`src/rtl/unidade_controle_partida.sv`:
```
`default_nettype none
// ============================================================================
// Module      : unidade_controle_partida
// Description : Game-flow controller for an N-player match. Sequences start,
//               seed capture, role reveal, night turns, timed day discussion,
//               voting, tally and game-over. Drives datapath enables and
//               tracks the current player, discussion timer and round count.
// Revision    : 1.0 - initial release
// ============================================================================
module unidade_controle_partida #(
    parameter int N_JOGADORES = 8,
    parameter int W_JOG       = 3,
    parameter int T_DISCUSSAO = 1000,
    parameter int W_TIMER     = 10
) (
    input  logic             clock,
    input  logic             reset,
    input  logic             jogar,
    input  logic             passa,
    input  logic             voto_valido,
    input  logic             fim_jogo,
    output logic             e_seed_reg,
    output logic             zera_CS,
    output logic             rst_global,
    output logic [W_JOG-1:0] jogador_atual,
    output logic             fase_noite,
    output logic             e_voto,
    output logic             timeout,
    output logic [7:0]       rodada,
    output logic [4:0]       db_estado
);

    // State codes double as the debug code presented on db_estado.
    typedef enum logic [3:0] {
        S_INICIAL       = 4'd0,
        S_RESETA_TUDO   = 4'd1,
        S_PREPARA_JOGO  = 4'd2,
        S_ARMAZENA_JOGO = 4'd3,
        S_REVELA        = 4'd4,
        S_PREPARA_NOITE = 4'd5,
        S_NOITE         = 4'd6,
        S_PREPARA_DIA   = 4'd7,
        S_DISCUSSAO     = 4'd8,
        S_VOTACAO       = 4'd9,
        S_APURA         = 4'd10,
        S_FIM           = 4'd11
    } estado_t;

    localparam logic [W_JOG-1:0]   C_ULTIMO_JOG = W_JOG'(N_JOGADORES - 1);
    localparam logic [W_JOG-1:0]   C_JOG_UM     = W_JOG'(1);
    localparam logic [W_TIMER-1:0] C_T_CARGA    = W_TIMER'(T_DISCUSSAO);
    localparam logic [W_TIMER-1:0] C_TIMER_UM   = W_TIMER'(1);
    localparam logic [7:0]         C_RODADA_MAX = 8'hFF;

    estado_t            state_q, state_d;
    logic [W_JOG-1:0]   idx_q, idx_d;
    logic [W_TIMER-1:0] timer_q, timer_d;
    logic [7:0]         rodada_q, rodada_d;

    logic e_seed_reg_q, e_seed_reg_d;
    logic zera_CS_q, zera_CS_d;
    logic rst_global_q, rst_global_d;
    logic fase_noite_q, fase_noite_d;
    logic e_voto_q, e_voto_d;
    logic timeout_q, timeout_d;

    logic w_ultimo;
    logic w_expira;

    assign w_ultimo = (idx_q == C_ULTIMO_JOG);
    // Expiry is the cycle the timer would tick from 1 to 0; a zero timer is
    // treated the same so a corrupted count can never stall the day phase.
    assign w_expira = (timer_q <= C_TIMER_UM);

    // Next-state, counter and output computation. Outputs are evaluated from
    // the next state so their registered copies line up with the state.
    always_comb begin
        state_d  = state_q;
        idx_d    = idx_q;
        timer_d  = timer_q;
        rodada_d = rodada_q;

        case (state_q)
            S_INICIAL: begin
                if (jogar) state_d = S_RESETA_TUDO;
            end
            S_RESETA_TUDO: begin
                idx_d    = '0;
                timer_d  = '0;
                rodada_d = '0;
                state_d  = S_PREPARA_JOGO;
            end
            S_PREPARA_JOGO: begin
                if (passa) state_d = S_ARMAZENA_JOGO;
            end
            S_ARMAZENA_JOGO: begin
                state_d = S_REVELA;
            end
            S_REVELA: begin
                if (passa) begin
                    if (w_ultimo) begin
                        idx_d   = '0;
                        state_d = S_PREPARA_NOITE;
                    end else begin
                        idx_d = idx_q + C_JOG_UM;
                    end
                end
            end
            S_PREPARA_NOITE: begin
                if (rodada_q != C_RODADA_MAX) rodada_d = rodada_q + 8'd1;
                state_d = S_NOITE;
            end
            S_NOITE: begin
                if (passa) begin
                    if (w_ultimo) begin
                        idx_d   = '0;
                        state_d = S_PREPARA_DIA;
                    end else begin
                        idx_d = idx_q + C_JOG_UM;
                    end
                end
            end
            S_PREPARA_DIA: begin
                if (fim_jogo) begin
                    state_d = S_FIM;
                end else begin
                    timer_d = C_T_CARGA;
                    state_d = S_DISCUSSAO;
                end
            end
            S_DISCUSSAO: begin
                if (timer_q != '0) timer_d = timer_q - C_TIMER_UM;
                // passa and expiry on the same cycle still give one entry.
                if (passa || w_expira) state_d = S_VOTACAO;
            end
            S_VOTACAO: begin
                if (voto_valido) begin
                    if (w_ultimo) begin
                        idx_d   = '0;
                        state_d = S_APURA;
                    end else begin
                        idx_d = idx_q + C_JOG_UM;
                    end
                end
            end
            S_APURA: begin
                state_d = fim_jogo ? S_FIM : S_PREPARA_NOITE;
            end
            S_FIM: begin
                if (jogar) state_d = S_RESETA_TUDO;
            end
            default: begin
                state_d = S_INICIAL;
            end
        endcase

        rst_global_d = (state_d == S_INICIAL) || (state_d == S_RESETA_TUDO);
        zera_CS_d    = (state_d == S_INICIAL) || (state_d == S_RESETA_TUDO);
        e_seed_reg_d = (state_d == S_ARMAZENA_JOGO);
        fase_noite_d = (state_d == S_NOITE);
        e_voto_d     = (state_d == S_VOTACAO);
        // High during the discussion cycle whose tick empties the timer.
        timeout_d    = (state_d == S_DISCUSSAO) && (timer_d == C_TIMER_UM);
    end

    // State, counters and registered outputs; reset parks the match in INICIAL.
    always_ff @(posedge clock or posedge reset) begin
        if (reset) begin
            state_q      <= S_INICIAL;
            idx_q        <= '0;
            timer_q      <= '0;
            rodada_q     <= '0;
            rst_global_q <= 1'b1;
            zera_CS_q    <= 1'b1;
            e_seed_reg_q <= 1'b0;
            fase_noite_q <= 1'b0;
            e_voto_q     <= 1'b0;
            timeout_q    <= 1'b0;
        end else begin
            state_q      <= state_d;
            idx_q        <= idx_d;
            timer_q      <= timer_d;
            rodada_q     <= rodada_d;
            rst_global_q <= rst_global_d;
            zera_CS_q    <= zera_CS_d;
            e_seed_reg_q <= e_seed_reg_d;
            fase_noite_q <= fase_noite_d;
            e_voto_q     <= e_voto_d;
            timeout_q    <= timeout_d;
        end
    end

    // Debug code straight from the state register; unused encodings flag 31.
    always_comb begin
        db_estado = 5'b11111;
        case (state_q)
            S_INICIAL, S_RESETA_TUDO, S_PREPARA_JOGO, S_ARMAZENA_JOGO,
            S_REVELA, S_PREPARA_NOITE, S_NOITE, S_PREPARA_DIA,
            S_DISCUSSAO, S_VOTACAO, S_APURA, S_FIM:
                db_estado = {1'b0, state_q};
            default:
                db_estado = 5'b11111;
        endcase
    end

    assign e_seed_reg    = e_seed_reg_q;
    assign zera_CS       = zera_CS_q;
    assign rst_global    = rst_global_q;
    assign jogador_atual = idx_q;
    assign fase_noite    = fase_noite_q;
    assign e_voto        = e_voto_q;
    assign timeout       = timeout_q;
    assign rodada        = rodada_q;

endmodule
`default_nettype wire

```
`config.mk`:
```
export PLATFORM = sky130hd
export DESIGN_NAME = unidade_controle_partida
export DESIGN_NICKNAME = d
export VERILOG_FILES = /design/src/rtl/unidade_controle_partida.sv
export SDC_FILE = /design/constraint.sdc
export NUM_CORES = 1
export LEC_CHECK = 0
export BUFFER_PORTS_ARGS = -buffer_cell sky130_fd_sc_hd__buf_2
export CORE_MARGIN = 2
export CORE_UTILIZATION = 40
export CTS_CLUSTER_DIAMETER = 150
export DETAILED_ROUTE_END_ITERATION = 7
export GPL_TIMING_DRIVEN = 0
export PLACE_DENSITY = 0.67
export SLEW_MARGIN = 20
export SYNTH_ARGS = -nofsm -noshare
export SYNTH_HDL_FRONTEND = slang
export SYNTH_SLANG_ARGS = --single-unit
```
`constraint.sdc`:
```
create_clock -name clock -period 4.4 [get_ports clock]
set_clock_uncertainty 0.2 [all_clocks]
set_input_delay 0.22 -clock clock [delete_from_list [all_inputs] [get_ports clock]]
set_output_delay 0.22 -clock clock [all_outputs]
set_load 0.1 [all_outputs]
```
==> out/metrics.csv <==
stage,metric,value,unit
final_layout,Layout Cells excl Fill,296,
pwr,sw frac,55.26,%
yosys,Synth Warn #,0,
pwr,leakage power,0.001017,µW
run,Max-Cap Viols,0,
timing,final hold vios,0,
timing,Setup Viol. Count Final,0,
yosys,Synth top cells by count,"dfrtp_1 (29), nor2_1 (18), nand2_1 (16)",
final_layout,Largest Register,timer_q,
final_layout,layout cells sized above 1,19.26,%
drt,Vias,1603,
timing,Slew HR,45.36,%
critical_path,FF-to-FF End,timeout,
final_layout,Final nets,255,
final_layout,max reg flops,10,
yosys,sequential cell area fraction in the yosys report,41.08,%
critical_path,Critical Path Sink Type,flip-flop,
placement,Placed Area,2031,µm²
drt,first-pass iteration count of the detailed router,4,
critical_path,CP startpoint kind,flip-flop,
pwr,power density over the cells,796.4,nW/µm²
timing,RSZ-0062 raised after global routing,false,
yosys,most frequent cell after synthesis,dfrtp_1,
final_layout,P&R area growth vs syn,16.95,%
worst_hold_path,Hold WC Path Type,input pin to flip-flop,
yosys,#FFs+latches synth,30,
floorplan,die area,5134,µm²
yosys,Syn Nets,219,
floorplan,number of cell rows,24,
critical_path,critical path capture point,timeout,
timing,hold slack,144.2,ps
drt,drt initial violations,105,
grt,Global Route Usage Sum,17.28,%
grt,initial antenna violation count,0,
drt,ANT nets after route,0,
timing,max-slew violations,0,
pwr,clock share of power,13.6,%
timing,Worst Tran Pin Value,813.3,ps
critical_path,Worst EP required,4420,ps
pwr,Max IR drop VDD,0.0006427,V
final_layout,Ant. Diodes,0,
yosys,average size of a mapped cell,8.843,µm²
timing,post-layout min period,2962,ps
yosys,Synth cell types,49,
critical_path,data arrival time of the worst path,2980,ps
clock_network,total CTS buffers,5,
drt,Detailed Route WL,4.089,mm
clock_network,CTS Root Cell,clkbuf_8,
pwr,sw power,942.0,µW
critical_path,crit-path max FO,6,
yosys,top cell type's share of synthesized area,39.64,%
clock_network,Post-CTS Setup Repair Bufs,0,
floorplan,die width,71.65,µm
grt,vias in the first global route,1480,
critical_path,R2R Path Start,timer_q[0],
clock_network,CTS tree,yes,
placement,RD Place Congestion,0.8627,
grt,first-pass GRT wire length,6.955,mm
drt,Residual DRC,0,
yosys,"area leader, netlist",dfrtp_1,
yosys,Async SR Flop Fraction,100.0,%
critical_path,R2R depth,8,
clock_network,Worst-path clk slew,70,ps
status,status,"complete, no violations",
critical_path,critical path type,flip-flop to flip-flop,
clock_network,Skew-Pair Late Insertion Delay,280,ps
timing,setup TNS,0,ps
final_layout,design area,2141,µm²
grt,largest net degree at the start of global routing,31,
placement,HPWL after detailed placement,2.956,mm
floorplan,Die Y,71.65,µm
floorplan,initial core utilization,41.75,%
floorplan,io pins,28,
timing,final worst-path cycle share,67.32,%
critical_path,reg-to-reg setup timing slack,1440,ps
yosys,"Top FF cell, synth",dfrtp_1,
grt,GR Overflow Total,0,
yosys,synthesized area,1831,µm²
drt,routed length per instance,13.81,µm
placement,number of I/O port buffers,27,
critical_path,crit path launch,timer_q[0],
clock_network,Max Root-Sink Buffers,2,
floorplan,core box area,4384,µm²
placement,placed insts,286,
yosys,Syn Inst Count,207,
timing,fmax,0.3376,GHz
pwr,total power,1705,µW
final_layout,layout filler cell count,428,
pwr,cell-internal power,762.8,µW
pwr,sequential share of power,24.8,%
clock_network,clk sinks,30,
yosys,"top cells by area, synth","dfrtp_1 (40%), ha_1 (4.1%), o21ai_0 (4.1%)",
drt,via/cell ratio,5.416,
clock_network,CTS H-tree lvls,2,
pwr,Gate power share,61.6,%
yosys,Post-synth EDFFs,0,
-- cell usage in the layout (no fill, tap or decap), types with 2 or more instances in the layout --
cell | netlist | routed
a21o_1 | 2 | 2
a21oi_1 | 5 | 5
a31oi_1 | 2 | 2
a32oi_1 | 2 | 2
and2_1 | 4 | 4
and3_1 | 4 | 4
buf_2 | 2 | 29
clkbuf_1 | 8 | 10
clkbuf_8 | 0 | 6
dfrtp_1 | 29 | 29
dlygate4sd3_1 | 0 | 2
ha_1 | 6 | 6
inv_1 | 8 | 7
nand2_1 | 16 | 16
nand2b_1 | 8 | 8
nand3_1 | 9 | 9
nand4_1 | 4 | 4
nor2_1 | 18 | 18
nor2b_1 | 3 | 3
nor3_1 | 7 | 7
nor4_1 | 3 | 3
nor4b_1 | 2 | 2
o211ai_1 | 2 | 2
o21ai_0 | 15 | 15
o22ai_1 | 4 | 4
o31ai_1 | 2 | 2
or2_2 | 4 | 4
or3_1 | 5 | 5
or4_1 | 3 | 3
xnor2_1 | 3 | 3
xor2_1 | 7 | 7
-- kinds of logic after synthesis --
family,count (synthesis),share of synthesized area [%]
DFF,30,41.08
muxes,1,0.5468
buffers and inverters,20,4.853
adders and majority gates,6,4.101
AOI/OAI and AO/OA,41,14.42
xor gates and xnor gates,10,4.785
and+or+nand+nor,99,30.21
-- power groups by stage --
stage	clock [µW]	combinational (µW)	sequential, µW
6_report	232	1050	422
5_1_grt	250	1140	434
4_1_cts	238	1050	421
3_5_place_dp	0	1050	424
3_3_place_gp	0	1040	425
2_1_floorplan	0	682	602
-- final cells by class --
type / instances / area (µm²) / area share (%)
clock buffer: 8 / 90.09 / 4.208
timing repair buffer: 29 / 155.1 / 7.247
sequential: 30 / 752.0 / 35.13
inverter: 8 / 30.03 / 1.403
tap: 52 / 65.06 / 3.039
buffer: 12 / 58.81 / 2.747
multi-input combinational: 157 / 989.7 / 46.23
-- what timing repair did --
item / CTS / global route
gates resized for setup: 0 / 0
hold endpoints to repair: 30 / 0
setup endpoints to repair: 0 / 0
hold buffers: 2 / 0
-- per-stage QoR --
step,utilization (%),setup slack [ps]
finish,48.83,1438
global placement,46.32,1484
global route,48.83,1157
detailed placement,46.32,1493
floorplan,-,1576
CTS,48.83,1478
-- worst min path at each step --
stage                     start          to  cells after the start
floorplan                 reset  e_seed_reg                      1
global placement          passa  e_seed_reg                      3
detailed placement        reset   rodada[3]                      2
CTS                 voto_valido      e_voto                      3
global route        voto_valido      e_voto                      3
finish              voto_valido      e_voto                      3
-- worst max-delay path, cell delays in order (launching register included) --
cell	delay (ps)
dfrtp_1	430
inv_1	100
ha_1	230
or3b_2	500
or4_1	410
a31oi_1	260
nand4_1	120
nor4b_1	410
and4b_1	240
-- per-layer routing --
metal / vias up / share of wire [%] / global-route usage [%]
li1: 813 / - / -
met1: 737 / 51 / 25.80
met2: 44 / 41 / 23.87
met3: 9 / 6.1 / 4.219
met4: 0 / 2.5 / 6.918
met5: - / 0 / 0
Note: power is estimated with default switching activity, not from simulation.
